--- src/rtl/arm_cs1_bridge.sv ---
// -----------------------------------------------------------------------------
// arm_cs1_bridge
//
// Slave bridge between the ARM926 chip-select 1 asynchronous bus and the
// SYS_CLK fabric. The ARM strobes are synchronized, and each access is
// qualified by a setup delay. A small 32-bit register file is then decoded,
// and every access is handshaked with ARM_DTACK. Pushbutton rising edges can
// raise ARM_IRQ. The MZB_D tristate lives in the parent, built from
// ARM_D_OUT / ARM_D_OE.
//
// Optional feature macro: ECE453_PB_IRQ_EN
//   defined   : IRQ_PEND (W1C), IRQ_MASK, pushbutton edge detect, ARM_IRQ.
//   undefined : offsets 3/4 read 0 and ignore writes, ARM_IRQ is tied 0.
//
// Parameters
//   ADDR_W     word-address bits decoded from ARM_A[ADDR_W+1:2]
//   SETUP_CYC  cycles synchronized CS must stay low before sampling (1..15)
//
// Ports
//   SYS_CLK    in   1   system clock, the only clock
//   SYS_RST_N  in   1   synchronous active-low reset
//   ARM_A      in   24  ARM address bus
//   ARM_D_IN   in   32  ARM write data
//   ARM_D_OUT  out  32  read data toward MZB_D
//   ARM_D_OE   out  1   parent drives MZB_D when high
//   ARM_BE_B   in   4   active-low byte enables, bit n = byte n
//   ARM_CS1_B  in   1   active-low chip select
//   ARM_OE_B   in   1   active-low output enable
//   ARM_RW     in   1   1 = read, 0 = write
//   ARM_DTACK  out  1   transfer acknowledge
//   ARM_IRQ    out  1   registered interrupt request
//   PB         in   5   raw pushbuttons
//   DIP_SW     in   8   raw switches
//   LED        out  8   LED register contents
// -----------------------------------------------------------------------------
module arm_cs1_bridge #(
    parameter int ADDR_W    = 3,
    parameter int SETUP_CYC = 2
) (
    input  logic        SYS_CLK,
    input  logic        SYS_RST_N,
    input  logic [23:0] ARM_A,
    input  logic [31:0] ARM_D_IN,
    output logic [31:0] ARM_D_OUT,
    output logic        ARM_D_OE,
    input  logic [3:0]  ARM_BE_B,
    input  logic        ARM_CS1_B,
    input  logic        ARM_OE_B,
    input  logic        ARM_RW,
    output logic        ARM_DTACK,
    output logic        ARM_IRQ,
    input  logic [4:0]  PB,
    input  logic [7:0]  DIP_SW,
    output logic [7:0]  LED
);

    localparam logic [31:0] ID_VALUE   = 32'h0453_B001;
    localparam logic [3:0]  SETUP_LAST = 4'(SETUP_CYC - 1);

    typedef enum logic [2:0] {
        ST_RELEASE,
        ST_IDLE,
        ST_WAIT,
        ST_XFER,
        ST_ACK
    } state_t;

    state_t      state, state_next;
    logic [3:0]  wait_cnt, wait_cnt_next;

    logic        cs_meta, cs_s, oe_meta, oe_s;
    logic [4:0]  pb_meta, pb_s;
    logic [7:0]  sw_meta, sw_s;

    logic        rw_q;
    logic [31:0] scratch;
    logic [31:0] cycle_cnt;
    logic [4:0]  irq_pend, irq_mask;
    logic [31:0] rd_data;
    logic [31:0] word_sel;
    logic [3:0]  be;
    logic        xfer, wr_en;
    logic        unused_addr_bits;

    assign word_sel = 32'(ARM_A[ADDR_W+1:2]);
    assign be       = ~ARM_BE_B;
    assign xfer     = (state == ST_XFER);
    assign wr_en    = xfer && !ARM_RW;

    // Byte-lane and high address bits are not part of the word decode.
    assign unused_addr_bits = ^{ARM_A[23:ADDR_W+2], ARM_A[1:0]};

    // Two-flop synchronizers.
    // NOTE: CS resets to "asserted" so that a cycle already in flight during
    // reset can never be mistaken for a fresh high-then-low strobe; RELEASE
    // only exits after a genuinely observed CS high.
    always_ff @(posedge SYS_CLK) begin
        if (!SYS_RST_N) begin
            cs_meta <= 1'b0;
            cs_s    <= 1'b0;
            oe_meta <= 1'b1;
            oe_s    <= 1'b1;
            pb_meta <= '0;
            pb_s    <= '0;
            sw_meta <= '0;
            sw_s    <= '0;
        end else begin
            // NOTE: non-blocking assignments make each flop sample the
            // previous stage's old value, which is what a synchronizer chain
            // needs; blocking here would collapse the two stages into one.
            cs_meta <= ARM_CS1_B;
            cs_s    <= cs_meta;
            oe_meta <= ARM_OE_B;
            oe_s    <= oe_meta;
            pb_meta <= PB;
            pb_s    <= pb_meta;
            sw_meta <= DIP_SW;
            sw_s    <= sw_meta;
        end
    end

    // FSM state register.
    always_ff @(posedge SYS_CLK) begin
        if (!SYS_RST_N) begin
            state    <= ST_RELEASE;
            wait_cnt <= '0;
        end else begin
            state    <= state_next;
            wait_cnt <= wait_cnt_next;
        end
    end

    // FSM next-state logic.
    always_comb begin
        // NOTE: defaults first, so every path assigns every output and no
        // latch is inferred.
        state_next    = state;
        wait_cnt_next = wait_cnt;
        case (state)
            ST_RELEASE: if (cs_s) state_next = ST_IDLE;
            ST_IDLE: begin
                if (!cs_s) begin
                    state_next    = ST_WAIT;
                    wait_cnt_next = '0;
                end
            end
            ST_WAIT: begin
                if (cs_s)                         state_next    = ST_IDLE;
                else if (wait_cnt == SETUP_LAST)  state_next    = ST_XFER;
                else                              wait_cnt_next = wait_cnt + 4'd1;
            end
            ST_XFER:    state_next = ST_ACK;
            ST_ACK:     if (cs_s) state_next = ST_IDLE;
            default:    state_next = ST_RELEASE;
        endcase
    end

    assign ARM_DTACK = (state == ST_ACK);
    assign ARM_D_OE  = (state == ST_ACK) && rw_q && !oe_s;

    // Read multiplexer; CYCLE_CNT is taken on the edge that leaves XFER.
    always_comb begin
        rd_data = '0;
        case (word_sel)
            32'd0:   rd_data = scratch;
            32'd1:   rd_data = {24'd0, LED};
            32'd2:   rd_data = {19'd0, pb_s, sw_s};
            32'd3:   rd_data = {27'd0, irq_pend};
            32'd4:   rd_data = {27'd0, irq_mask};
            32'd5:   rd_data = cycle_cnt;
            32'd6:   rd_data = ID_VALUE;
            default: rd_data = '0;
        endcase
    end

    // Register file, read-data register and free-running cycle counter.
    always_ff @(posedge SYS_CLK) begin
        if (!SYS_RST_N) begin
            scratch   <= '0;
            LED       <= '0;
            cycle_cnt <= '0;
            ARM_D_OUT <= '0;
            rw_q      <= 1'b0;
        end else begin
            cycle_cnt <= cycle_cnt + 32'd1;
            if (xfer) begin
                rw_q <= ARM_RW;
                if (ARM_RW) ARM_D_OUT <= rd_data;
            end
            if (wr_en && word_sel == 32'd0) begin
                for (int b = 0; b < 4; b++) begin
                    if (be[b]) scratch[8*b +: 8] <= ARM_D_IN[8*b +: 8];
                end
            end
            if (wr_en && word_sel == 32'd1 && be[0]) LED <= ARM_D_IN[7:0];
        end
    end

`ifdef ECE453_PB_IRQ_EN
    logic [4:0] pb_d;
    logic [4:0] pb_rise;
    logic [4:0] pend_clr;
    logic       irq_q;

    assign pb_rise  = pb_s & ~pb_d;
    assign pend_clr = (wr_en && word_sel == 32'd3 && be[0]) ? ARM_D_IN[4:0] : 5'd0;
    assign ARM_IRQ  = irq_q;

    always_ff @(posedge SYS_CLK) begin
        if (!SYS_RST_N) begin
            pb_d     <= '0;
            irq_pend <= '0;
            irq_mask <= '0;
            irq_q    <= 1'b0;
        end else begin
            pb_d     <= pb_s;
            // A new edge overrides a simultaneous write-1-to-clear.
            irq_pend <= (irq_pend & ~pend_clr) | pb_rise;
            if (wr_en && word_sel == 32'd4 && be[0]) irq_mask <= ARM_D_IN[4:0];
            irq_q    <= |(irq_pend & irq_mask);
        end
    end
`else
    assign irq_pend = '0;
    assign irq_mask = '0;
    assign ARM_IRQ  = 1'b0;
`endif

endmodule

--- config.mk ---
export PLATFORM = sky130hd
export DESIGN_NAME = arm_cs1_bridge
export DESIGN_NICKNAME = d
export VERILOG_FILES = /design/src/rtl/arm_cs1_bridge.sv
export SDC_FILE = /design/constraint.sdc
export NUM_CORES = 1
export LEC_CHECK = 0
export CAP_MARGIN = 20
export CORE_ASPECT_RATIO = 1.1
export CORE_MARGIN = 5
export CORE_UTILIZATION = 51
export CTS_CLUSTER_SIZE = 28
export DETAILED_ROUTE_END_ITERATION = 6
export PLACE_DENSITY = 0.9
export SYNTH_ARGS = -nofsm -noshare
export SYNTH_HDL_FRONTEND = slang
export SYNTH_SLANG_ARGS = --single-unit
--- constraint.sdc ---
create_clock -name SYS_CLK -period 2.8 [get_ports SYS_CLK]
set_clock_uncertainty 0.2 [all_clocks]
set_input_delay 0.42 -clock SYS_CLK [delete_from_list [all_inputs] [get_ports SYS_CLK]]
set_output_delay 0.42 -clock SYS_CLK [all_outputs]
set_load 0.03 [all_outputs]
==> out/metrics.cfg, run 1 <==
[worst_setup_path]
critPathArrivalTime_ps=1960
crit_end=ARM_D_OE
critPathBufInv=1
ff2ff_setup_slack_ps=330
startpoint=state[0]
reg2reg_to=cycle_cnt[30]
reg2reg_from=cycle_cnt[0]
required_ps=2180
cpPeakStageDelay_ps=700
start_kind=flip-flop
cp_slowest_cell=clkdlybuf4s50_1
cp_max_fo=8
reg2regPathDepth=6
cp-end-kind=output pin
path_class=flip-flop to output pin
critical-path-top-delay-family=buffers and inverters
crit_chain=nor2_1, nand2_1, nor3b_1, clkdlybuf4s50_1
path_depth=4

[synthesis]
synth_area_um2=5940
yosys_warnings=0
dominantRegCellSynth=dfxtp_1
ys_ff_latch=142
syn_avg_cell_area_um2=9.33
yosysSeqAreaShare=0.479
synth_area_leaders=dfxtp_1 48%, mux2i_1 8.6%, and2_1 4.2%, nor2_1 4.1%, a21oi_1 3.5%
synth-edff-count=0
synth-async-reset-ratio=0
synth_top_area_share=0.479
synth_nets=718
ys_types=51
yosys.area.top_type=dfxtp_1
synthCells=637

[route]
wire_per_inst_um=18.0
drt_first_iter_violations=396
first_pass_iters=6
via_per_inst=5.85
drt_wl_total_mm=16.0
remaining_drc_errors=0
ant_nets=0
vias=5213

[floorplan]
die_height_um=123
initial_core_util=0.519
core_um2=11400
dieArea_um2=13900
die_x_um=113
rows=41
io-pin-count=121

[cells_and_area]
nets=810
drive_above_1_share=0.111
syn_to_final_growth_pct=29.7
mostFrequentLayoutCells=142 x dfxtp_1, 98 x clkdlybuf4s50_1, 65 x nor2_1
fin_util=0.673
final_common_cell=dfxtp_1
n_antenna_cell=0
instances_no_fill=891

[clocking]
clk_path_buf_depth=2
cts_made_buffers=17
postCtsSetupBuffers=0
h-tree-depth=4
cts_resized=0
cts_sinks=142
hold_buffers=0
cts_tree=built
clock_latency_ps=420
root_buffer=clkbuf_16
clkTransAtPathRegs_ps=60

[global_routing]
antenna_found_initial=0
use_met3=0.0534
grt_pass1_wl_mm=25.9
globalRouteMet2Util=0.393
met1_usage=0.279
grtUsageTotal=0.234
first_global_vias=5186
grt_overflow=0
grt_max_degree=65
grt-busiest-layer=met2

[power]
p_per_area_nw_per_um2=600
vdd_drop_max_uv=458
cellLeakagePower_nw=2.73

[run]
drv_cap=0

[sta]
rsz0062_at_grt=false
fmax_mhz=388
worst_slew_pin_slew_ps=685
slew_violations=0
finalCritPeriodShare=0.920
hold_viol=0
period_minus_slack_ps=2580
max-slew-margin-rel=0.544
tns_ps=0
setup_viol=0

[status]
outcome=complete, no violations

[placement]
dpl.cell_count=860
gp_congestion=0.880
post-dp-hpwl_mm=10.8
port_buffers=98

[worst_hold_path]
hold_class=flip-flop to flip-flop
hold_depth=1

## where the power goes
group / total (W) / switching [W] / internal [W] / leakage, nW
sequential: 0.00206 / 0.0000126 / 0.00205 / 1.15
combinational: 0.000227 / 0.000114 / 0.000113 / 1.27
clock: 0.00234 / 0.000840 / 0.00150 / 0.305
total: 0.00462 / 0.000967 / 0.00366 / 2.73
## Yosys cell counts (all sizes together) (8+ instances only)
| master | n |
|---|---|
| nand2b | 8 |
| inv | 10 |
| buf | 9 |
| or3 | 20 |
| nand2 | 42 |
| o21ai | 27 |
| mux2i | 51 |
| a21oi | 41 |
| o31ai | 8 |
| or4 | 13 |
| and2 | 40 |
| clkbuf | 39 |
| nand3 | 14 |
| dfxtp | 142 |
| a22oi | 19 |
| nor2 | 65 |
## routing by layer
metal,vias to the layer above,wire length (um)
li1,2436,-
met1,2515,6500
met2,212,7920
met3,50,1010
met4,0,603
met5,-,0
## sequential cells by signal, indices dropped and copies added (netlist names), 5 cells and up
signal and cells:
ARM_D_OUT 32, cycle_cnt 32, scratch 32, LED 8, sw_meta 8, sw_s 8
pb_meta 5, pb_s 5
## layout make-up
type / instances / area (um2)
Inverter: 11 / 41.3
Sequential cell: 142 / 2840
Clock inverter: 13 / 171
Clock buffer: 18 / 439
Fill cell: 838 / 3740
Timing Repair Buffer: 121 / 1150
Tap cell: 150 / 188
Multi-Input combinational cell: 436 / 2870
## stage by stage
stage | setup WS, ps | cell area, um2 | total power (W) | hold WS, ps
after floorplan | 616 | 5940 | 0.00220 | 186
after global placement | 401 | 7090 | 0.00232 | 196
after detailed placement | 347 | 7090 | 0.00232 | 202
after CTS | 202 | 7700 | 0.00462 | 227
after global routing | 95.3 | 7700 | 0.00474 | 236
final | 225 | 7700 | 0.00462 | 227
## worst register-to-register path, cell delays in order (launching register included)
cell,delay (ps)
dfxtp_1,390
ha_1,270
nand3_2,100
or4_1,530
buf_4,220
or4_1,520
a21oi_1,160
## logic make-up after synthesis
family	count (synthesis)	share of synthesized area
compound gates	130	0.146
xor+xnor	9	0.0133
fa+ha+maj	3	0.00632
buf+inv	59	0.0390
flops	142	0.479
mux	51	0.0859
other cells	1	0.000631
simple gates	242	0.231
## how the worst min path moves through the flow
stage | start | to
after floorplan | oe_meta | oe_s
after global routing | oe_meta | oe_s
after detailed placement | oe_meta | oe_s
after CTS | oe_meta | oe_s
after global placement | oe_meta | oe_s
final | oe_meta | oe_s
Power figures use the tool's default switching activity.
==> run 2, diff against run 1 <==
- PLACE_DENSITY: 0.9 -> 0.79
==> out/metrics.cfg, run 2 (synthesis gave the netlist of run 1 again) <==
[status]
outcome=complete, no violations

[power]
cellLeakagePower_nw=2.67
p_per_area_nw_per_um2=559
vdd_drop_max_uv=374

[placement]
dpl.cell_count=857
detailedPlace.worstSlack_ps=274
port_buffers=98
post-dp-hpwl_mm=10.2
gp_congestion=0.856

[cells_and_area]
fin_util=0.664
reg_top3=ARM_D_OUT x32, cycle_cnt x32, scratch x32
mostFrequentLayoutCells=142 x dfxtp_1, 98 x clkdlybuf4s50_1, 65 x nor2_1
nets=807
n_antenna_cell=0
final_common_cell=dfxtp_1
drive_above_1_share=0.103
syn_to_final_growth_pct=27.9
instances_no_fill=887

[worst_setup_path]
start_kind=flip-flop
cp_max_fo=8
critical-path-top-delay-family=buffers and inverters
startpoint=state[0]
cp-end-kind=output pin
cpPeakStageDelay_ps=700
cp_slowest_cell=clkdlybuf4s50_1
reg2reg_from=cycle_cnt[17]
path_class=flip-flop to output pin
critPathBufInv=1
required_ps=2180
crit_chain=nor2_1, nand2_1, nor3b_1, clkdlybuf4s50_1
critPathArrivalTime_ps=1940

[global_routing]
antenna_found_initial=0
grtUsageTotal=0.218
grt_pass1_wl_mm=24.2
grt_overflow=0
grt_max_degree=79
first_global_vias=4901

[clocking]
clkTransAtPathRegs_ps=60
postCtsSetupBuffers=0
cts_sinks=142
clk_path_buf_depth=2
h-tree-depth=4
cts_made_buffers=17
cts_resized=0
cts_tree=built
hold_buffers=0
root_buffer=clkbuf_16
clock_latency_ps=420

[sta]
rsz0062_at_grt=false
setup_viol=0
fmax_mhz=391
hold_viol=0
slew_violations=0
finalCritPeriodShare=0.913
period_minus_slack_ps=2560
tns_ps=0
finalWorstSetupSlack_ps=245
max-slew-margin-rel=0.598
worst_slew_pin_slew_ps=604

[route]
remaining_drc_errors=0
first_pass_iters=5
vias=4921
via_per_inst=5.55
drt_first_iter_violations=361
wire_per_inst_um=16.5
ant_nets=0
drt_wl_total_mm=14.6

[floorplan]
core_um2=11400
io-pin-count=121
die_height_um=123
rows=41
die_x_um=113
dieArea_um2=13900
initial_core_util=0.519

[worst_hold_path]
worstHoldStart=oe_meta
hold_class=flip-flop to flip-flop

[run]
drv_cap=0

run 2: final cells by class:
type,instances,area [um2]
inverters,11,41.3
fillers,914,3840
clock buffers,22,474
multi-input cells,436,2870
repair buffers,118,1140
well taps,150,188
clock inverters,8,42.5
flip-flops and latches,142,2840
run 2: power breakdown:
group / switching (W) / internal [W]
sequential: 0.0000122 / 0.00205
clock: 0.000791 / 0.00118
combinational: 0.000110 / 0.000111
run 2: per-layer routing:
metal	GRT usage	share of wire	vias to the layer above
met5	0	0	-
met4	0.0721	0.017	0
met3	0.0563	0.062	22
met2	0.350	0.49	140
met1	0.288	0.44	2332
li1	-	-	2427
run 2: final timing paths:
check	to	slack (ps)	cells past startpoint
worst min register to register	oe_s	220	1
worst max register to register	cycle_cnt[28]	330	4
worst max-delay path	ARM_D_OE	240	4
worst min-delay path	oe_s	220	1
run 2: per-stage QoR:
stage / power, W / hold WS, ps / instance area [um2]
after global routing: 0.00439 / 250 / 7600
after global placement: 0.00232 / 201 / 7080
after floorplan: 0.00220 / 186 / 5940
final: 0.00425 / 219 / 7600
after CTS: 0.00427 / 228 / 7600
after detailed placement: 0.00232 / 206 / 7080
